### src/rtl/aes_pkg.sv
// Shared AES datapath definitions: widths, column payload, GF(2^8) helpers and
// the MixColumns sequencer state encoding.
package aes_pkg;

  localparam int unsigned AES_STATE_W  = 128;
  localparam int unsigned AES_COL_W    = 32;
  localparam int unsigned AES_NUM_COLS = AES_STATE_W / AES_COL_W;
  localparam logic [7:0]  AES_GF_POLY  = 8'h1b;

  // One state column; row 0 sits in the least significant byte.
  typedef struct packed {
    logic [7:0] r3;
    logic [7:0] r2;
    logic [7:0] r1;
    logic [7:0] r0;
  } aes_col_t;

  typedef enum logic [1:0] {
    IDLE = 2'd0,
    BUSY = 2'd1,
    DONE = 2'd2
  } mix_state_t;

  function automatic logic [7:0] xtime(input logic [7:0] x);
    return {x[6:0], 1'b0} ^ (x[7] ? AES_GF_POLY : 8'h00);
  endfunction

  function automatic logic [7:0] mul3(input logic [7:0] x);
    return xtime(x) ^ x;
  endfunction

endpackage

### src/rtl/mix_single_column.sv
// Combinational forward MixColumns of one 32-bit column.
module mix_single_column
  import aes_pkg::*;
(
  input  logic [AES_COL_W-1:0] col,
  output logic [AES_COL_W-1:0] mixed
);

  aes_col_t a;
  aes_col_t b;

  always_comb begin
    a    = aes_col_t'(col);
    b.r0 = xtime(a.r0) ^ mul3(a.r1) ^ a.r2        ^ a.r3;
    b.r1 = a.r0        ^ xtime(a.r1) ^ mul3(a.r2) ^ a.r3;
    b.r2 = a.r0        ^ a.r1        ^ xtime(a.r2) ^ mul3(a.r3);
    b.r3 = mul3(a.r0)  ^ a.r1        ^ a.r2        ^ xtime(a.r3);
  end

  assign mixed = b;

endmodule

### src/rtl/mix_column_seq.sv
// Column-serial AES MixColumns with valid/ready on both sides; COLS_PER_CYCLE
// column engines are time-shared over the four columns of a working register.
module mix_column_seq
  import aes_pkg::*;
#(
  parameter int unsigned COLS_PER_CYCLE = 1
) (
  input  logic                   clk,
  input  logic                   rst,
  input  logic                   in_valid,
  output logic                   in_ready,
  input  logic [AES_STATE_W-1:0] in_state,
  output logic                   out_valid,
  input  logic                   out_ready,
  output logic [AES_STATE_W-1:0] out_state
);

  if (!(COLS_PER_CYCLE == 1 || COLS_PER_CYCLE == 2 || COLS_PER_CYCLE == 4)) begin : g_bad_cpc
    $error("mix_column_seq: COLS_PER_CYCLE must be 1, 2 or 4");
  end

  localparam logic [1:0] COL_STEP = 2'(COLS_PER_CYCLE);
  localparam logic [1:0] LAST_IDX = 2'(AES_NUM_COLS - COLS_PER_CYCLE);

  mix_state_t state_q, state_d;
  logic [1:0] col_idx_q, col_idx_d;
  logic [AES_NUM_COLS-1:0][AES_COL_W-1:0] work_q, work_d;

  logic [1:0]           eng_idx [COLS_PER_CYCLE];
  logic [AES_COL_W-1:0] eng_out [COLS_PER_CYCLE];

  // Engine e works on column col_idx+e of the current group.
  for (genvar e = 0; e < COLS_PER_CYCLE; e++) begin : g_eng
    assign eng_idx[e] = col_idx_q + 2'(e);
    mix_single_column u_col (
      .col   (work_q[eng_idx[e]]),
      .mixed (eng_out[e])
    );
  end

  always_ff @(posedge clk) begin
    if (rst) begin
      state_q   <= IDLE;
      col_idx_q <= 2'd0;
      work_q    <= '0;
    end else begin
      state_q   <= state_d;
      col_idx_q <= col_idx_d;
      work_q    <= work_d;
    end
  end

  always_comb begin
    state_d   = state_q;
    col_idx_d = col_idx_q;
    work_d    = work_q;
    in_ready  = 1'b0;
    unique case (state_q)
      IDLE: begin
        in_ready = 1'b1;
        if (in_valid) begin
          work_d    = in_state;
          col_idx_d = 2'd0;
          state_d   = BUSY;
        end
      end
      BUSY: begin
        for (int e = 0; e < int'(COLS_PER_CYCLE); e++) begin
          work_d[eng_idx[e]] = eng_out[e];
        end
        if (col_idx_q == LAST_IDX) begin
          state_d = DONE;
        end else begin
          col_idx_d = col_idx_q + COL_STEP;
        end
      end
      DONE: begin
        // Draining and refilling in the same cycle keeps back-to-back throughput.
        in_ready = out_ready;
        if (out_ready) begin
          if (in_valid) begin
            work_d    = in_state;
            col_idx_d = 2'd0;
            state_d   = BUSY;
          end else begin
            state_d = IDLE;
          end
        end
      end
      default: state_d = IDLE;
    endcase
  end

  assign out_valid = (state_q == DONE);
  assign out_state = work_q;

endmodule

### config.mk
export PLATFORM = sky130hd
export DESIGN_NAME = mix_column_seq
export DESIGN_NICKNAME = d
export VERILOG_FILES = /design/src/rtl/aes_pkg.sv /design/src/rtl/mix_single_column.sv /design/src/rtl/mix_column_seq.sv
export SDC_FILE = /design/constraint.sdc
export NUM_CORES = 1
export LEC_CHECK = 0
export BUFFER_PORTS_ARGS = -buffer_cell sky130_fd_sc_hd__buf_4
export CORE_MARGIN = 4
export CORE_UTILIZATION = 48
export CTS_CLUSTER_SIZE = 8
export DETAILED_ROUTE_END_ITERATION = 6
export PLACE_DENSITY_LB_ADDON = 0.08
export REMOVE_ABC_BUFFERS = 1
export SYNTH_ARGS = -nofsm -noshare
export SYNTH_HDL_FRONTEND = slang
export SYNTH_HIERARCHICAL = 1
export SYNTH_SLANG_ARGS = --single-unit
### constraint.sdc
create_clock -name clk -period 3.1 [get_ports clk]
set_input_delay 0.31 -clock clk [delete_from_list [all_inputs] [get_ports clk]]
set_output_delay 0.31 -clock clk [all_outputs]
set_load 0.02 [all_outputs]
==> results_dict.tcl, run 1 <==
set metrics [dict create \
    hp-class "input port to flop" \
    dieHeight_um 144 \
    syn-instance-count 883 \
    setup_viol 0 \
    hold_buffers 0 \
    die_x_um 144 \
    grt_pass1_vias 7881 \
    num_io_pins 262 \
    hold_depth 3 \
    root_buffer "clkbuf_16" \
    worstHoldStart "in_state[36]" \
    power_mw 8.08 \
    rr_worst_depth 7 \
    cts_buffer_depth 2 \
    whs_endpoint "out_state[36]$_SDFFE_PP0P_" \
    ant_nets 0 \
    io_buffers 261 \
    slowest_delay_ns 0.59 \
    peakVddDrop_mv 0.430 \
    fin_crit_sh_pct 94.2 \
    grt_pass1_wl_mm 44.7 \
    viasPerCell 5.99 \
    vias 8000 \
    cts_tree "yes" \
    outcome "completed" \
    postCtsResizedCells 0 \
    async_flop_share_pct 0 \
    synth.cell_area_um2 8890 \
    synthDistinctLibCells 33 \
    nets 1231 \
    powerDensity_nw_per_um2 696 \
    grt_max_degree 129 \
    final_hold_viol_count 0 \
    dr.first_iter.drc_count 634 \
    gp_congestion 0.832 \
    clock_sinks 132 \
    synth_top_area_cell "dfxtp_1" \
    yosysWarningCount 6 \
    drv_slew 0 \
    r2r_end "out_state[85]$_SDFFE_PP0P_" \
    floorplan.initialDensity_pct 49.2 \
    drive_gt1_share_pct 38.0 \
    cts_made_buffers 17 \
    cp_num_buf_inv 1 \
    clock_latency_ns 0.42 \
    power.leakage_nw 5.30 \
    ys.flop_type "dfxtp_1" \
    period_minus_slack_ns 2.92 \
    r2r_slack_ns 0.18 \
    cp.arrival_ns 3.20 \
    coreArea_um2 18100 \
    seq_area_frac_synth_pct 29.7 \
    worstSetupEndpointType "flop" \
    finalWirelength_mm 29.3 \
    synth.most_common_cell "a211oi_1" \
    dieArea_um2 20800 \
    clk_pin_slew_ns 0.06 \
    grt_usage_pct 27.8 \
    crit_path_max_fanout 14 \
    fillers 1497 \
    antenna_found_initial 0 \
    dp_hpwl_mm 19.8 \
    critical-path-top-delay-family "XOR/XNOR gates" \
    fin_area_um2 11600 \
    grt_overflow 0 \
    dpl_cell_area_um2 11000 \
    crit_chain "buf_4 -> mux4_2 -> xnor2_1 -> xnor3_1 -> and3_1 -> a211oi_1 -> a211oi_2" \
    wl_per_cell_um 21.9 \
    finalClockSkew_ns 0.00847 \
    reg2reg_from "col_idx_q[1]$_SDFFE_PP0P_" \
    drc 0 \
    synth_seq_cells 132 \
    cts_htree_levels 4 \
    syn_avg_cell_area_um2 10.1 \
    rows 49 \
    worst_slack_ns 0.180 \
    cpMaxStageDelayCell "dfxtp_2" \
    drtPass1Iterations 5 \
    synth_top_cell_area_share_pct 29.7 \
    n_antenna_cell 0 \
    rsz0062_at_grt "no" \
    tightest_slew_ns 0.735 \
    fmax_mhz 342 \
    maxSlewHeadroom_pct 51.0 \
    cts_setup_buffers 0 \
    cp.required_ns 3.38 \
    setup_tns_ns 0 \
    synth_edf_count 0 \
    cap_violations 0 \
    yosys-top-cells-count "a211oi_1 (203), dfxtp_1 (132), inv_1 (131)" \
    syn2layout_area_growth_pct 30.5 \
    netlist_top_cells_area "dfxtp_1 (30%), a211oi_1 (17%), and3_1 (9.1%)" \
    start_kind "flop" \
    crit_type "flop to flop" \
    preCtsSetupSlack_ns 0.267 \
]
[through the flow]
stage               cells  util, %  hold WS, ns
finish               1336     64.2        0.238
global route         1336     64.2        0.235
CTS                  1336     64.2        0.230
detailed placement   1305     60.7        0.468
global placement     1305     60.7        0.462
floorplan             788        -        0.375
[tightest hold or removal path: cells and delay by family]
kind / cells / cell delay, ns
AO/OA/AOI/OAI: 2 / 0.23
buffers and inverters: 1 / 0.08
[power breakdown]
group | switching (mW) | total [mW] | internal [mW]
clock network | 0.801 | 2.17 | 1.37
logic | 1.95 | 3.78 | 1.83
registers | 0.215 | 2.14 | 1.92
total | 2.97 | 8.08 | 5.11
[how the worst max path moves through the flow]
stage | slack, ns | cells past startpoint | from | to
6_report | 0.18 | 7 | col_idx_q[1]$_SDFFE_PP0P_ | out_state[85]$_SDFFE_PP0P_
4_1_cts | 0.21 | 7 | col_idx_q[1]$_SDFFE_PP0P_ | out_state[85]$_SDFFE_PP0P_
5_1_grt | 0.08 | 7 | col_idx_q[1]$_SDFFE_PP0P_ | out_state[100]$_SDFFE_PP0P_
2_1_floorplan | -1.03 | 4 | state_q[0]$_SDFFE_PP0P_ | out_state[100]$_SDFFE_PP0P_
3_5_place_dp | 0.27 | 7 | col_idx_q[1]$_SDFFE_PP0P_ | out_state[124]$_SDFFE_PP0P_
3_3_place_gp | 0.28 | 7 | col_idx_q[1]$_SDFFE_PP0P_ | out_state[117]$_SDFFE_PP0P_
[cells by family (layout without fill, tap and decap cells)]
| kind of cell | after synthesis | count (layout) | share of synthesized area, % |
|---|---|---|---|
| DFF | 132 | 132 | 29.7 |
| xor gates and xnor gates | 75 | 75 | 14.6 |
| buffers and inverters | 227 | 451 | 10.7 |
| AOI/OAI and AO/OA | 265 | 265 | 25.7 |
| adders and majority gates | 4 | 4 | 0.563 |
| and+or+nand+nor | 144 | 144 | 9.95 |
| muxes | 36 | 36 | 8.74 |
[per-layer routing]
metal  wire (um)  global-route usage (%)
met3        2220                    5.09
met2       13600                    43.9
met4         494                    8.13
met5           0                       0
met1       13000                    39.2
[final cells by class]
type / instances / area, um^2 / area share, %
Multi-Input combinational cell: 524 / 5320 / 45.8
Sequential cell: 132 / 2650 / 22.8
Timing Repair Buffer: 288 / 2240 / 19.3
Inverter: 132 / 495 / 4.27
Clock buffer: 19 / 443 / 3.82
Tap cell: 229 / 287 / 2.47
Clock inverter: 12 / 180 / 1.55
[cell usage in the layout (no fill, tap or decap), types with 2 or more instances in the layout]
master and count:
buf_4 282, a211oi_1 203, inv_1 131, dfxtp_1 130, and3_1 129, a211oi_2 53, mux4_2 32, xnor3_1 31
clkbuf_16 17, xnor2_1 17, xor2_1 13, xor3_1 10, nor2_1 6, buf_12 6, a21oi_4 4, bufinv_16 4
a21oi_1 3, mux2_4 3, ha_1 3, clkinv_4 3, nand2b_1 2, nand2_1 2, clkinvlp_4 2, clkinv_2 2
dfxtp_2 2, xnor2_4 2
[sequential cells by signal, indices dropped and copies added, names as in the netlist]
name,flops
col_idx_q,2
out_state,128
state_q,2
No activity file was read; power rests on OpenSTA's default activity.
==> run 2, diff against run 1 <==
RECOVER_POWER = 50   (was default)
==> run 2 against run 1 <==
Compared with the run above:
- non-clock buffer count did not move
- utilization down 2.7 points
- clock-buffer cell count unchanged
- wire length rose by 0.23%
- critical path type unchanged
- critical path depth did not move
- register-to-register slack is essentially flat
==> results_dict.tcl, run 2 (same netlist as run 1, synthesis figures left out) <==
set metrics [dict create \
    floorplan.initialDensity_pct 49.2 \
    setup_viol 0 \
    drive_gt1_share_pct 26.2 \
    cts_setup_buffers 0 \
    path_depth 7 \
    grt_overflow 0 \
    finalClockSkew_ns 0.00845 \
    whs_endpoint "out_state[36]$_SDFFE_PP0P_" \
    dieArea_um2 20800 \
    peakVddDrop_mv 0.431 \
    viasPerCell 5.96 \
    fin_util_pct 61.4 \
    rr_worst_depth 7 \
    crit_path_max_fanout 14 \
    cp.arrival_ns 3.20 \
    syn2layout_area_growth_pct 25.0 \
    r2r_slack_ns 0.19 \
    root_buffer "clkbuf_16" \
    tightest_slew_ns 0.745 \
    num_io_pins 262 \
    final_common_cell "a211oi_1" \
    critical-path-top-delay-family "XOR/XNOR gates" \
    grt_usage_pct 27.8 \
    dp_hpwl_mm 19.8 \
    clock_latency_ns 0.42 \
    rsz0062_at_grt "no" \
    period_minus_slack_ns 2.91 \
    maxSlewHeadroom_pct 50.3 \
    dieHeight_um 144 \
    final_hold_viol_count 0 \
    hold_buffers 0 \
    coreArea_um2 18100 \
    drv_slew 0 \
    cts_htree_levels 4 \
    setup_tns_ns 0 \
    power.leakage_nw 4.78 \
    gp_congestion 0.832 \
    grt_pass1_wl_mm 44.7 \
    cp.required_ns 3.39 \
    nets 1231 \
    hold_depth 3 \
    start_kind "flop" \
    crit_type "flop to flop" \
    rows 49 \
    cts_made_buffers 17 \
    drtPass1Iterations 5 \
    fmax_mhz 343 \
    reg2reg_from "col_idx_q[1]$_SDFFE_PP0P_" \
    antenna_found_initial 0 \
    dr.first_iter.drc_count 616 \
    r2r_end "out_state[85]$_SDFFE_PP0P_" \
    clk_pin_slew_ns 0.06 \
    cpMaxStageDelayCell "dfxtp_2" \
    drc 0 \
    finalWirelength_mm 29.3 \
    cp_num_buf_inv 1 \
    clock_sinks 132 \
    postCtsResizedCells 0 \
    grt_max_degree 129 \
    cts_tree "yes" \
    largest_reg_flops 128 \
    crit_chain "buf_4 -> mux4_2 -> xnor2_1 -> xnor3_1 -> and3_1 -> a211oi_1 -> a211oi_2" \
    worstSetupEndpointType "flop" \
    slowest_delay_ns 0.59 \
    cts_buffer_depth 2 \
    die_x_um 144 \
    mostFrequentLayoutCells "a211oi_1 (203), buf_4 (152), inv_1 (131), clkbuf_1 (131), dfxtp_1 (130)" \
    worstHoldStart "in_state[36]" \
    wl_per_cell_um 21.9 \
    ant_nets 0 \
    cap_violations 0 \
    hp-class "input port to flop" \
    vias 7969 \
    powerDensity_nw_per_um2 711 \
    n_antenna_cell 0 \
    grt_pass1_vias 7881 \
    io_buffers 261 \
    outcome "completed" \
    fin_crit_sh_pct 94.0 \
]
[run 2: cell count changes in the layout (fill, tap and decap cells not counted), sizes merged]
cell / change
buf: -130
clkbuf: +130
[run 2: through the flow]
stage | power (mW) | area, um^2 | instances | setup WS [ns] | hold slack [ns]
floorplan | 4.62 | 8440 | 788 | -1.03 | 0.375
global placement | 5.87 | 11000 | 1305 | 0.283 | 0.462
detailed placement | 5.90 | 11000 | 1305 | 0.267 | 0.468
CTS | 8.08 | 11600 | 1336 | 0.212 | 0.230
global route | 8.27 | 11100 | 1336 | 0.0454 | 0.235
finish | 7.90 | 11100 | 1336 | 0.185 | 0.238
[run 2: final cells by class]
type / count / area [um^2]
fillers: 1639 / 6970
clock buffers: 19 / 443
clock inverters: 12 / 180
inverters: 132 / 495
multi-input cells: 524 / 5310
well taps: 229 / 287
flip-flops and latches: 132 / 2650
repair buffers: 288 / 1750
[run 2: routing by layer]
layer / vias to the layer above / global-route usage, % / part of all wire (%)
met4: 0 / 8.13 / 1.8
met1: 3876 / 39.2 / 45
met5: - / 0 / 0
met2: 357 / 43.9 / 46
li1: 3697 / - / -
met3: 39 / 5.09 / 7.2
[run 2: power breakdown]
part	leakage (nW)	total (mW)	internal, mW	switching, mW
Sequential	1.10	2.13	1.92	0.209
Combinational	3.39	3.61	1.65	1.95
Clock	0.299	2.16	1.37	0.795
[run 2: tightest hold or removal path, stage by stage]
cell and delay (ns):
buf_4 0.08, a211oi_1 0.06, a211oi_2 0.17
[run 2: worst max path at each step]
stage	slack (ns)	end	start
final	0.19	out_state[85]$_SDFFE_PP0P_	col_idx_q[1]$_SDFFE_PP0P_
after global routing	0.05	out_state[112]$_SDFFE_PP0P_	col_idx_q[1]$_SDFFE_PP0P_
after CTS	0.21	out_state[85]$_SDFFE_PP0P_	col_idx_q[1]$_SDFFE_PP0P_
after detailed placement	0.27	out_state[124]$_SDFFE_PP0P_	col_idx_q[1]$_SDFFE_PP0P_
after global placement	0.28	out_state[117]$_SDFFE_PP0P_	col_idx_q[1]$_SDFFE_PP0P_
after floorplan	-1.03	out_state[100]$_SDFFE_PP0P_	state_q[0]$_SDFFE_PP0P_
